$ cat src/rtl/imem_loader.sv
// imem_loader: streams a little-endian byte image into instruction memory, then releases the core.
// Optional trailing mod-256 checksum byte when IMEM_LOADER_CHECKSUM_EN is defined.
module imem_loader #(
    parameter int ADDR_W = 8
) (
    input  logic              CLK,
    input  logic              reset,
    input  logic              start,
    input  logic [ADDR_W:0]   len,
    input  logic              byte_valid,
    input  logic [7:0]        byte_data,
    output logic              byte_ready,
    output logic              init_en,
    output logic [ADDR_W-1:0] init_addr,
    output logic              init_we,
    output logic [31:0]       init_wdata,
    output logic              core_reset,
    output logic              done,
    output logic              err
);

    // state | meaning
    // IDLE  | waiting for start, core held in reset
    // LOAD  | receiving image bytes and writing words
    // CHECK | waiting for the checksum byte (checksum builds only)
    // DONE  | image good, core released
    // ERR   | checksum mismatch, core held in reset
    typedef enum logic [2:0] {
        IDLE  = 3'd0,
        LOAD  = 3'd1,
`ifdef IMEM_LOADER_CHECKSUM_EN
        CHECK = 3'd2,
`endif
        DONE  = 3'd3,
        ERR   = 3'd4
    } state_t;

    localparam logic [ADDR_W-1:0] ADDR_ONE = {{(ADDR_W-1){1'b0}}, 1'b1};
    localparam logic [ADDR_W:0]   LEN_ONE  = {{ADDR_W{1'b0}}, 1'b1};

    state_t            state;
    state_t            state_nxt;
    logic [ADDR_W:0]   len_q;
    logic [ADDR_W-1:0] word_idx;
    logic [1:0]        byte_idx;
    logic [23:0]       asm_q;
    logic              all_rx;
    logic              start_ok;
    logic              byte_accept;
    logic              last_word;
`ifdef IMEM_LOADER_CHECKSUM_EN
    logic [7:0]        sum_q;
`endif

    assign last_word = ({1'b0, word_idx} == (len_q - LEN_ONE));

    always_ff @(posedge CLK) begin
        if (reset) begin
            state <= IDLE;
        end else begin
            state <= state_nxt;
        end
    end

    always_comb begin
        state_nxt   = state;
        byte_ready  = 1'b0;
        init_en     = 1'b0;
        core_reset  = 1'b1;
        done        = 1'b0;
        err         = 1'b0;
        start_ok    = start && (len != '0) &&
                      ((state == IDLE) || (state == DONE) || (state == ERR));
        case (state)
            IDLE: begin
                if (start_ok) state_nxt = LOAD;
            end
            LOAD: begin
                init_en = 1'b1;
                // All words received: the final strobe cycle takes no more bytes.
                byte_ready = !all_rx;
                if (all_rx) begin
`ifdef IMEM_LOADER_CHECKSUM_EN
                    state_nxt = CHECK;
`else
                    state_nxt = DONE;
`endif
                end
            end
`ifdef IMEM_LOADER_CHECKSUM_EN
            CHECK: begin
                init_en    = 1'b1;
                byte_ready = 1'b1;
                if (byte_valid) state_nxt = (byte_data == sum_q) ? DONE : ERR;
            end
`endif
            DONE: begin
                core_reset = 1'b0;
                done       = 1'b1;
                if (start_ok) state_nxt = LOAD;
            end
            ERR: begin
`ifdef IMEM_LOADER_CHECKSUM_EN
                err = 1'b1;
`endif
                if (start_ok) state_nxt = LOAD;
            end
            default: state_nxt = IDLE;
        endcase
    end

    assign byte_accept = byte_valid && byte_ready && (state == LOAD);

    always_ff @(posedge CLK) begin
        if (reset) begin
            len_q      <= '0;
            word_idx   <= '0;
            byte_idx   <= '0;
            asm_q      <= '0;
            all_rx     <= 1'b0;
            init_we    <= 1'b0;
            init_addr  <= '0;
            init_wdata <= '0;
`ifdef IMEM_LOADER_CHECKSUM_EN
            sum_q      <= '0;
`endif
        end else begin
            init_we <= 1'b0;
            if (start_ok) begin
                len_q    <= len;
                word_idx <= '0;
                byte_idx <= '0;
                all_rx   <= 1'b0;
`ifdef IMEM_LOADER_CHECKSUM_EN
                sum_q    <= '0;
`endif
            end else if (byte_accept) begin
`ifdef IMEM_LOADER_CHECKSUM_EN
                sum_q <= sum_q + byte_data;
`endif
                byte_idx <= byte_idx + 2'd1;
                case (byte_idx)
                    2'd0: asm_q[7:0]   <= byte_data;
                    2'd1: asm_q[15:8]  <= byte_data;
                    2'd2: asm_q[23:16] <= byte_data;
                    default: begin
                        init_we    <= 1'b1;
                        init_addr  <= word_idx;
                        init_wdata <= {byte_data, asm_q};
                        // Index stops at len-1 so a full 256-word image never wraps.
                        if (last_word) begin
                            all_rx <= 1'b1;
                        end else begin
                            word_idx <= word_idx + ADDR_ONE;
                        end
                    end
                endcase
            end
        end
    end

endmodule

$ cat config.mk
export PLATFORM = sky130hd
export DESIGN_NAME = imem_loader
export DESIGN_NICKNAME = d
export VERILOG_FILES = /design/src/rtl/imem_loader.sv
export SDC_FILE = /design/constraint.sdc
export NUM_CORES = 1
export LEC_CHECK = 0
export CORE_MARGIN = 2
export CORE_UTILIZATION = 39
export CTS_BUF_LIST = sky130_fd_sc_hd__clkbuf_8
export CTS_CLUSTER_DIAMETER = 100
export DETAILED_ROUTE_END_ITERATION = 6
export PLACE_DENSITY_LB_ADDON = 0.25
export SYNTH_ARGS = -nofsm -noshare
export SYNTH_HDL_FRONTEND = slang
export SYNTH_SLANG_ARGS = --single-unit
$ cat constraint.sdc
create_clock -name CLK -period 2.6 [get_ports CLK]
set_clock_uncertainty 0.15 [all_clocks]
set_input_delay 0.52 -clock CLK [delete_from_list [all_inputs] [get_ports CLK]]
set_output_delay 0.52 -clock CLK [all_outputs]
set_load 0.005 [all_outputs]
==> key figures, run 1 <==
Global routing
  – Overall global routing resource usage: 18.1%
  – Grt ovf: 0
  – Global-route wire length before repair: 15,100 microns
  – Largest net degree at the start of global routing: 69
  – Initial antenna violation count: 0
  – Number of global-route vias before repair: 3,223

Clocking
  – Max clock buf depth: 2
  – Clk Tree Root Cell: clkbuf_8
  – CTS Hold Bufs: 0
  – Worst-path clk slew: 0.09 ns
  – CTS Buf Count: 9
  – Worst skew pair latency: 0.37 ns
  – CTS Sinks: 87
  – H-tree depth: 3
  – CTS tree: yes

Floorplanning
  – Core Area: 0.00933 sq mm
  – # IOs: 67
  – FP Rows: 35
  – DIE AREA: 0.0105 sq mm
  – Die Width: 103 microns
  – Starting Density: 40.6%
  – Die height: 103 microns

Logic synthesis
  – Seq/Total Area, Yosys: 46.0%
  – Yosys warnings: 0
  – Top cells by count, synth: nand2_1 (127), dfxtp_1 (87), a21oi_1 (82), nand3_1 (36), clkbuf_1 (20)
  – Synthesized net count: 497
  – Main synth FF type: dfxtp_1
  – Post-synthesis register bit count: 87
  – Largest area contributor in the netlist: dfxtp_1
  – Most instantiated library cell after synthesis: nand2_1
  – Largest cells by area after synthesis: dfxtp_1 (46%), nand2_1 (13%), a21oi_1 (11%), nand3_1 (4.8%), ha_1 (3.0%)
  – Count of cell types in the netlist: 51
  – Syn Inst Count: 467
  – Top cell type's share of synthesized area: 46.0%
  – EDFF count, synth: 0
  – Mean Syn Cell Area: 8.12 sq um
  – Cell Area, Synth: 0.00379 sq mm
  – Async S/R FF share, synth: 0%

Finish
  – Layout fillers: 897
  – Non-filler instance count after layout: 665
  – Diodes inserted: 0
  – NumNets Final: 561
  – Core occupancy in the finished layout: 52.3%
  – Finished Cell Area: 0.00487 sq mm
  – P&R area growth vs syn: 28.6%
  – Share of layout cells above drive strength 1: 11.2%

Worst hold path
  – Hold crit path type: register to register
  – Hold Path End: init_wdata[15]
  – Worst Hold Launch: asm_q[15]
  – Hold-critical path depth: 2

Place
  – Dpl cells: 648
  – Post-DP Area: 0.00463 sq mm
  – Port bufs: 65
  – DP HPWL: 6260 microns
  – Pre-CTS setup slack: -0.370 ns
  – Routability cong.: 0.767

Routing
  – WL final: 9110 microns
  – Vias/cell: 5.06
  – Drt first-iter violations: 121
  – Drc violations: 0
  – Routed len/inst: 13.7 microns
  – Post-detailed-route count of antenna-violating nets: 0
  – DR vias: 3,367
  – DRT Pass-1 Iters: 7

Pwr
  – Peak VDD IR: 0.000313 V
  – Switch Pwr: 0.681 mW
  – Sequential Power Share: 52.7%
  – Total power draw: 2.60 mW
  – Clock share of power: 37.7%
  – Logic gate share of total power: 9.6%
  – Internal Power: 1.92 mW
  – Pwr Density: 533 mW/mm^2
  – Switching share of power: 26.2%
  – P_leak: 1.64 nW

Setup path
  – Arr. time, crit path: 2.64 ns
  – CP Depth: 8
  – Crit-path cells: clkdlybuf4s50_1 > or4_1 > o311ai_4 > nor2b_1 > buf_4 > buf_4 > nand3_1 > a21oi_1
  – Reg-to-reg slack, setup: 0.19 ns
  – Most Frequent Cell on Critical Path: buf_4
  – Largest stage delay on the critical path: 0.61 ns
  – CP top delay family: simple AND/OR/NAND/NOR gates
  – Slowest stage cell, crit path: or4_1
  – CP required: 2.74 ns
  – Crit-path max FO: 9
  – R2R Path Start: len_q[0]
  – R2R Path End: word_idx[2]
  – FF-to-FF path depth: 7
  – CP startpoint kind: primary input
  – Crit. End Element: register
  – CP Class: primary input to register
  – Crit path buf inv count: 3

Outcome
  – Status: finished, final reports clean

STA
  – Fin worst setup slack: 0.103 ns
  – Max-slew violations: 0
  – Final Setup Violations: 0
  – RSZ-0062 raised after global routing: false
  – Worst-Margin Slew: 0.571 ns
  – Final hold vios: 0
  – Fmax: 0.400 GHz
  – Headroom to the max-slew limit: 61.6%
  – Hold slack: 0.305 ns
  – Minimum clock period: 2.50 ns
  – Fin Setup TNS: 0 ns
  – Fin crit share: 96.0%

Job
  – Max cap viols: 0
state kept, by name, indices dropped and copies added (netlist names):
| name | cells |
|---|---|
| len_q | 9 |
| asm_q | 24 |
| init_we | 1 |
| all_rx | 1 |
| init_addr | 8 |
| state | 2 |
| word_idx | 8 |
| init_wdata | 32 |
| byte_idx | 2 |
layer usage:
metal	share of wire (%)	vias to the layer above	global-route usage (%)
met4	1.4	0	7.08
met2	47	68	29.5
met5	0	-	0
met1	46	1563	23.9
met3	4.9	14	3.25
li1	-	1722	-
kinds of logic after synthesis:
| kind of cell | count (synthesis) | synth area share [%] |
|---|---|---|
| buf+inv | 43 | 5.58 |
| mux | 2 | 0.528 |
| compound gates | 107 | 17.3 |
| fa+ha+maj | 9 | 2.97 |
| simple gates | 210 | 25.5 |
| xor+xnor | 8 | 2.05 |
| other cells | 1 | 0.0989 |
| flops | 87 | 46.0 |
cell usage in the layout, fill, tap and decap left out, types with 2 or more instances in the layout:
| cell | Yosys | layout |
|---|---|---|
| nand3b_1 | 2 | 2 |
| inv_1 | 9 | 9 |
| o221ai_1 | 2 | 2 |
| xor2_1 | 2 | 2 |
| xnor2_1 | 5 | 5 |
| clkinv_4 | 0 | 2 |
| a21oi_1 | 82 | 82 |
| o211ai_1 | 2 | 2 |
| or4_1 | 3 | 3 |
| o31ai_1 | 5 | 5 |
| buf_4 | 2 | 17 |
| or3_1 | 4 | 4 |
| nand4_1 | 3 | 3 |
| nor3_1 | 5 | 5 |
| clkbuf_8 | 1 | 9 |
| a31oi_1 | 2 | 2 |
| nor2b_1 | 6 | 6 |
| dfxtp_1 | 87 | 87 |
| buf_12 | 0 | 4 |
| clkdlybuf4s50_1 | 0 | 64 |
| nand2_1 | 127 | 124 |
| nand2_2 | 0 | 3 |
| nand3_1 | 36 | 36 |
| or2_2 | 4 | 4 |
| mux2i_1 | 2 | 2 |
| nor2_1 | 8 | 8 |
| o21ai_0 | 3 | 3 |
| ha_1 | 9 | 9 |
worst min-delay path: stages, from the launching register on:
cell and delay [ns]:
dfxtp_1 0.32, nand2_1 0.05, a21oi_1 0.05
cell type report:
| type | count | area [sq um] | area share, % |
|---|---|---|---|
| Inverter | 9 | 33.8 | 0.693 |
| Sequential cell | 87 | 1740 | 35.7 |
| Clock buffer | 9 | 124 | 2.54 |
| Timing Repair Buffer | 87 | 878 | 18.0 |
| Tap cell | 129 | 161 | 3.31 |
| Clock inverter | 7 | 80.1 | 1.64 |
| Multi-Input combinational cell | 337 | 1860 | 38.1 |
what timing repair did:
action	in CTS	in global routing
gates resized for setup	1	4
pin swaps	0	1
setup endpoints to repair	1	44
gates cloned	0	1
buffers inserted	0	0
power by group through the flow:
stage	Clock, mW	Sequential, mW	Combinational, mW
2_1_floorplan	0	1.40	0.151
3_5_place_dp	0	1.40	0.245
6_report	0.981	1.37	0.250
4_1_cts	1.00	1.37	0.249
3_3_place_gp	0	1.40	0.240
5_1_grt	1.04	1.37	0.275
how the worst max path moves through the flow:
stage / from / to / slack, ns
after global routing: len[5] / init_addr[5] / 0.009
final: len[5] / asm_q[12] / 0.10
after detailed placement: len[5] / asm_q[16] / -0.37
after floorplan: len[5] / asm_q[11] / 0.27
after global placement: len[6] / asm_q[15] / -0.31
after CTS: len[5] / asm_q[16] / 0.03
Power figures use the tool's default switching activity.
==> run 2, diff against run 1 <==
--- a/config.mk
+++ b/config.mk
@@ -5,12 +5,13 @@
 export SDC_FILE = /design/constraint.sdc
 export NUM_CORES = 1
 export LEC_CHECK = 0
+export CAP_MARGIN = 20
 export CORE_MARGIN = 2
 export CORE_UTILIZATION = 39
 export CTS_BUF_LIST = sky130_fd_sc_hd__clkbuf_8
 export CTS_CLUSTER_DIAMETER = 100
 export DETAILED_ROUTE_END_ITERATION = 6
-export PLACE_DENSITY_LB_ADDON = 0.25
+export PLACE_DENSITY = 0.69
 export SYNTH_ARGS = -nofsm -noshare
 export SYNTH_HDL_FRONTEND = slang
 export SYNTH_SLANG_ARGS = --single-unit
==> key figures, run 2 (synthesis results as in run 1) <==
Finish
  – Largest Register: init_wdata
  – Diodes inserted: 0
  – P&R area growth vs syn: 27.8%
  – Share of layout cells above drive strength 1: 10.7%
  – Commonest cells after routing, fill and taps aside: nand2_1 (124), dfxtp_1 (87), a21oi_1 (82)
  – Max FFs per register: 32
  – FF+latch area: 0.00174 sq mm
  – Finished Cell Area: 0.00484 sq mm
  – Commonest non-fill, non-tap cell in the layout: nand2_1
  – Area occupied by multi-input gates: 0.00186 sq mm
  – Layout fillers: 877
  – NumNets Final: 557
  – Top Registers: init_wdata (32), asm_q (24), len_q (9)

Setup path
  – Arr. time, crit path: 2.60 ns
  – CP required: 2.74 ns
  – CP Class: primary input to register
  – Crit. End Element: register
  – CP startpoint kind: primary input
  – Crit-path max FO: 20

Floorplanning
  – Die Width: 103 microns
  – DIE AREA: 0.0105 sq mm
  – Starting Density: 40.6%
  – # IOs: 67
  – Core Area: 0.00933 sq mm
  – Die height: 103 microns
  – FP Rows: 35

Routing
  – Drt first-iter violations: 195
  – WL final: 8940 microns
  – Vias/cell: 5.15
  – Drc violations: 0
  – Routed len/inst: 13.5 microns
  – Post-detailed-route count of antenna-violating nets: 0
  – DRT Pass-1 Iters: 4
  – DR vias: 3,404

Place
  – Port bufs: 65
  – DP HPWL: 6190 microns
  – Post-DP Area: 0.00458 sq mm
  – Routability cong.: 0.777

Global routing
  – Global-route wire length before repair: 14,700 microns
  – Number of global-route vias before repair: 3,130
  – Overall global routing resource usage: 17.6%
  – Initial antenna violation count: 0
  – Largest net degree at the start of global routing: 66
  – Grt ovf: 0

Clocking
  – CTS Sinks: 87
  – Worst-path clk slew: 0.09 ns
  – Max clock buf depth: 2
  – H-tree depth: 3
  – Worst skew pair latency: 0.36 ns
  – Clk Tree Root Cell: clkbuf_8
  – CTS tree: yes
  – CTS Buf Count: 9
  – CTS Hold Bufs: 0

STA
  – Max-slew violations: 0
  – Fin crit share: 94.7%
  – Headroom to the max-slew limit: 56.1%
  – RSZ-0062 raised after global routing: false
  – Final hold vios: 0
  – Worst-Margin Slew: 0.658 ns
  – Fmax: 0.406 GHz
  – Final Setup Violations: 0
  – Minimum clock period: 2.46 ns
  – Hold slack: 0.303 ns

Pwr
  – P_leak: 1.62 nW
  – Peak VDD IR: 0.000267 V
  – Pwr Density: 540 mW/mm^2

Worst hold path
  – Hold crit path type: register to register

Job
  – Max cap viols: 0

Outcome
  – Status: finished, final reports clean
-- run 2: cell count changes in the layout (fill, tap and decap cells not counted), sizes merged --
cell | before | now
clkbuf | 10 | 11
clkinv | 3 | 1
buf | 22 | 18
inv | 11 | 12
-- run 2: worst paths after layout --
check	cells past startpoint	from	end	slack, ns
worst max-delay path	8	len[5]	init_addr[3]	0.14
worst min-delay path	2	asm_q[1]	init_wdata[1]	0.30
worst max register to register	7	len_q[0]	word_idx[2]	0.23
worst min register to register	2	asm_q[1]	init_wdata[1]	0.30
-- run 2: final cells by class --
type / count / share of cell area [%]
Clock buffer: 10 / 2.84
Clock inverter: 6 / 1.55
Inverter: 9 / 0.697
Multi-Input combinational cell: 337 / 38.4
Sequential cell: 87 / 36.0
Tap cell: 129 / 3.33
Timing Repair Buffer: 83 / 17.3
-- run 2: power breakdown --
| part | switching, mW | total (mW) | internal [mW] |
|---|---|---|---|
| Combinational | 0.135 | 0.243 | 0.109 |
| Clock | 0.519 | 1.00 | 0.486 |
| Sequential | 0.0204 | 1.37 | 1.35 |
-- run 2: critical path, cell delays in order --
cell             delay [ns]
clkdlybuf4s50_1        0.42
or4_4                  0.57
o311ai_4               0.31
buf_4                  0.18
and2_2                 0.19
clkbuf_16              0.20
nand2_1                0.07
a21oi_1                0.14
-- run 2: routing by layer --
layer / routed length, microns / global-route usage (%) / part of all wire [%]
met1: 4050 / 22.8 / 45
met2: 4330 / 29.0 / 48
met3: 386 / 2.64 / 4.3
met4: 179 / 8.00 / 2.0
met5: 0 / 0 / 0
-- run 2: timing repair --
action,CTS,global route
setup buffers,0,0
gates resized for setup,0,6
setup endpoints to repair,0,64
-- run 2: through the flow --
step | setup WS [ns] | utilization, % | std cells | TNS (ns) | total power, mW
4_1_cts | 0.0495 | 51.4 | 660 | 0 | 2.63
3_5_place_dp | -0.324 | 49.1 | 644 | -20.62 | 1.64
5_1_grt | 0.0128 | 51.9 | 661 | 0 | 2.72
2_1_floorplan | 0.272 | - | 467 | 0 | 1.55
6_report | 0.139 | 51.9 | 661 | 0 | 2.62
3_3_place_gp | -0.308 | 49.1 | 644 | -19.45 | 1.63
==> run 3, diff against run 2 <==
--- a/config.mk
+++ b/config.mk
@@ -12,6 +12,7 @@
 export CTS_CLUSTER_DIAMETER = 100
 export DETAILED_ROUTE_END_ITERATION = 6
 export PLACE_DENSITY = 0.69
+export SLEW_MARGIN = 20
 export SYNTH_ARGS = -nofsm -noshare
 export SYNTH_HDL_FRONTEND = slang
 export SYNTH_SLANG_ARGS = --single-unit
==> results of run 3 <==
The final DEF is identical to that of run 2; final timing and power are the same.
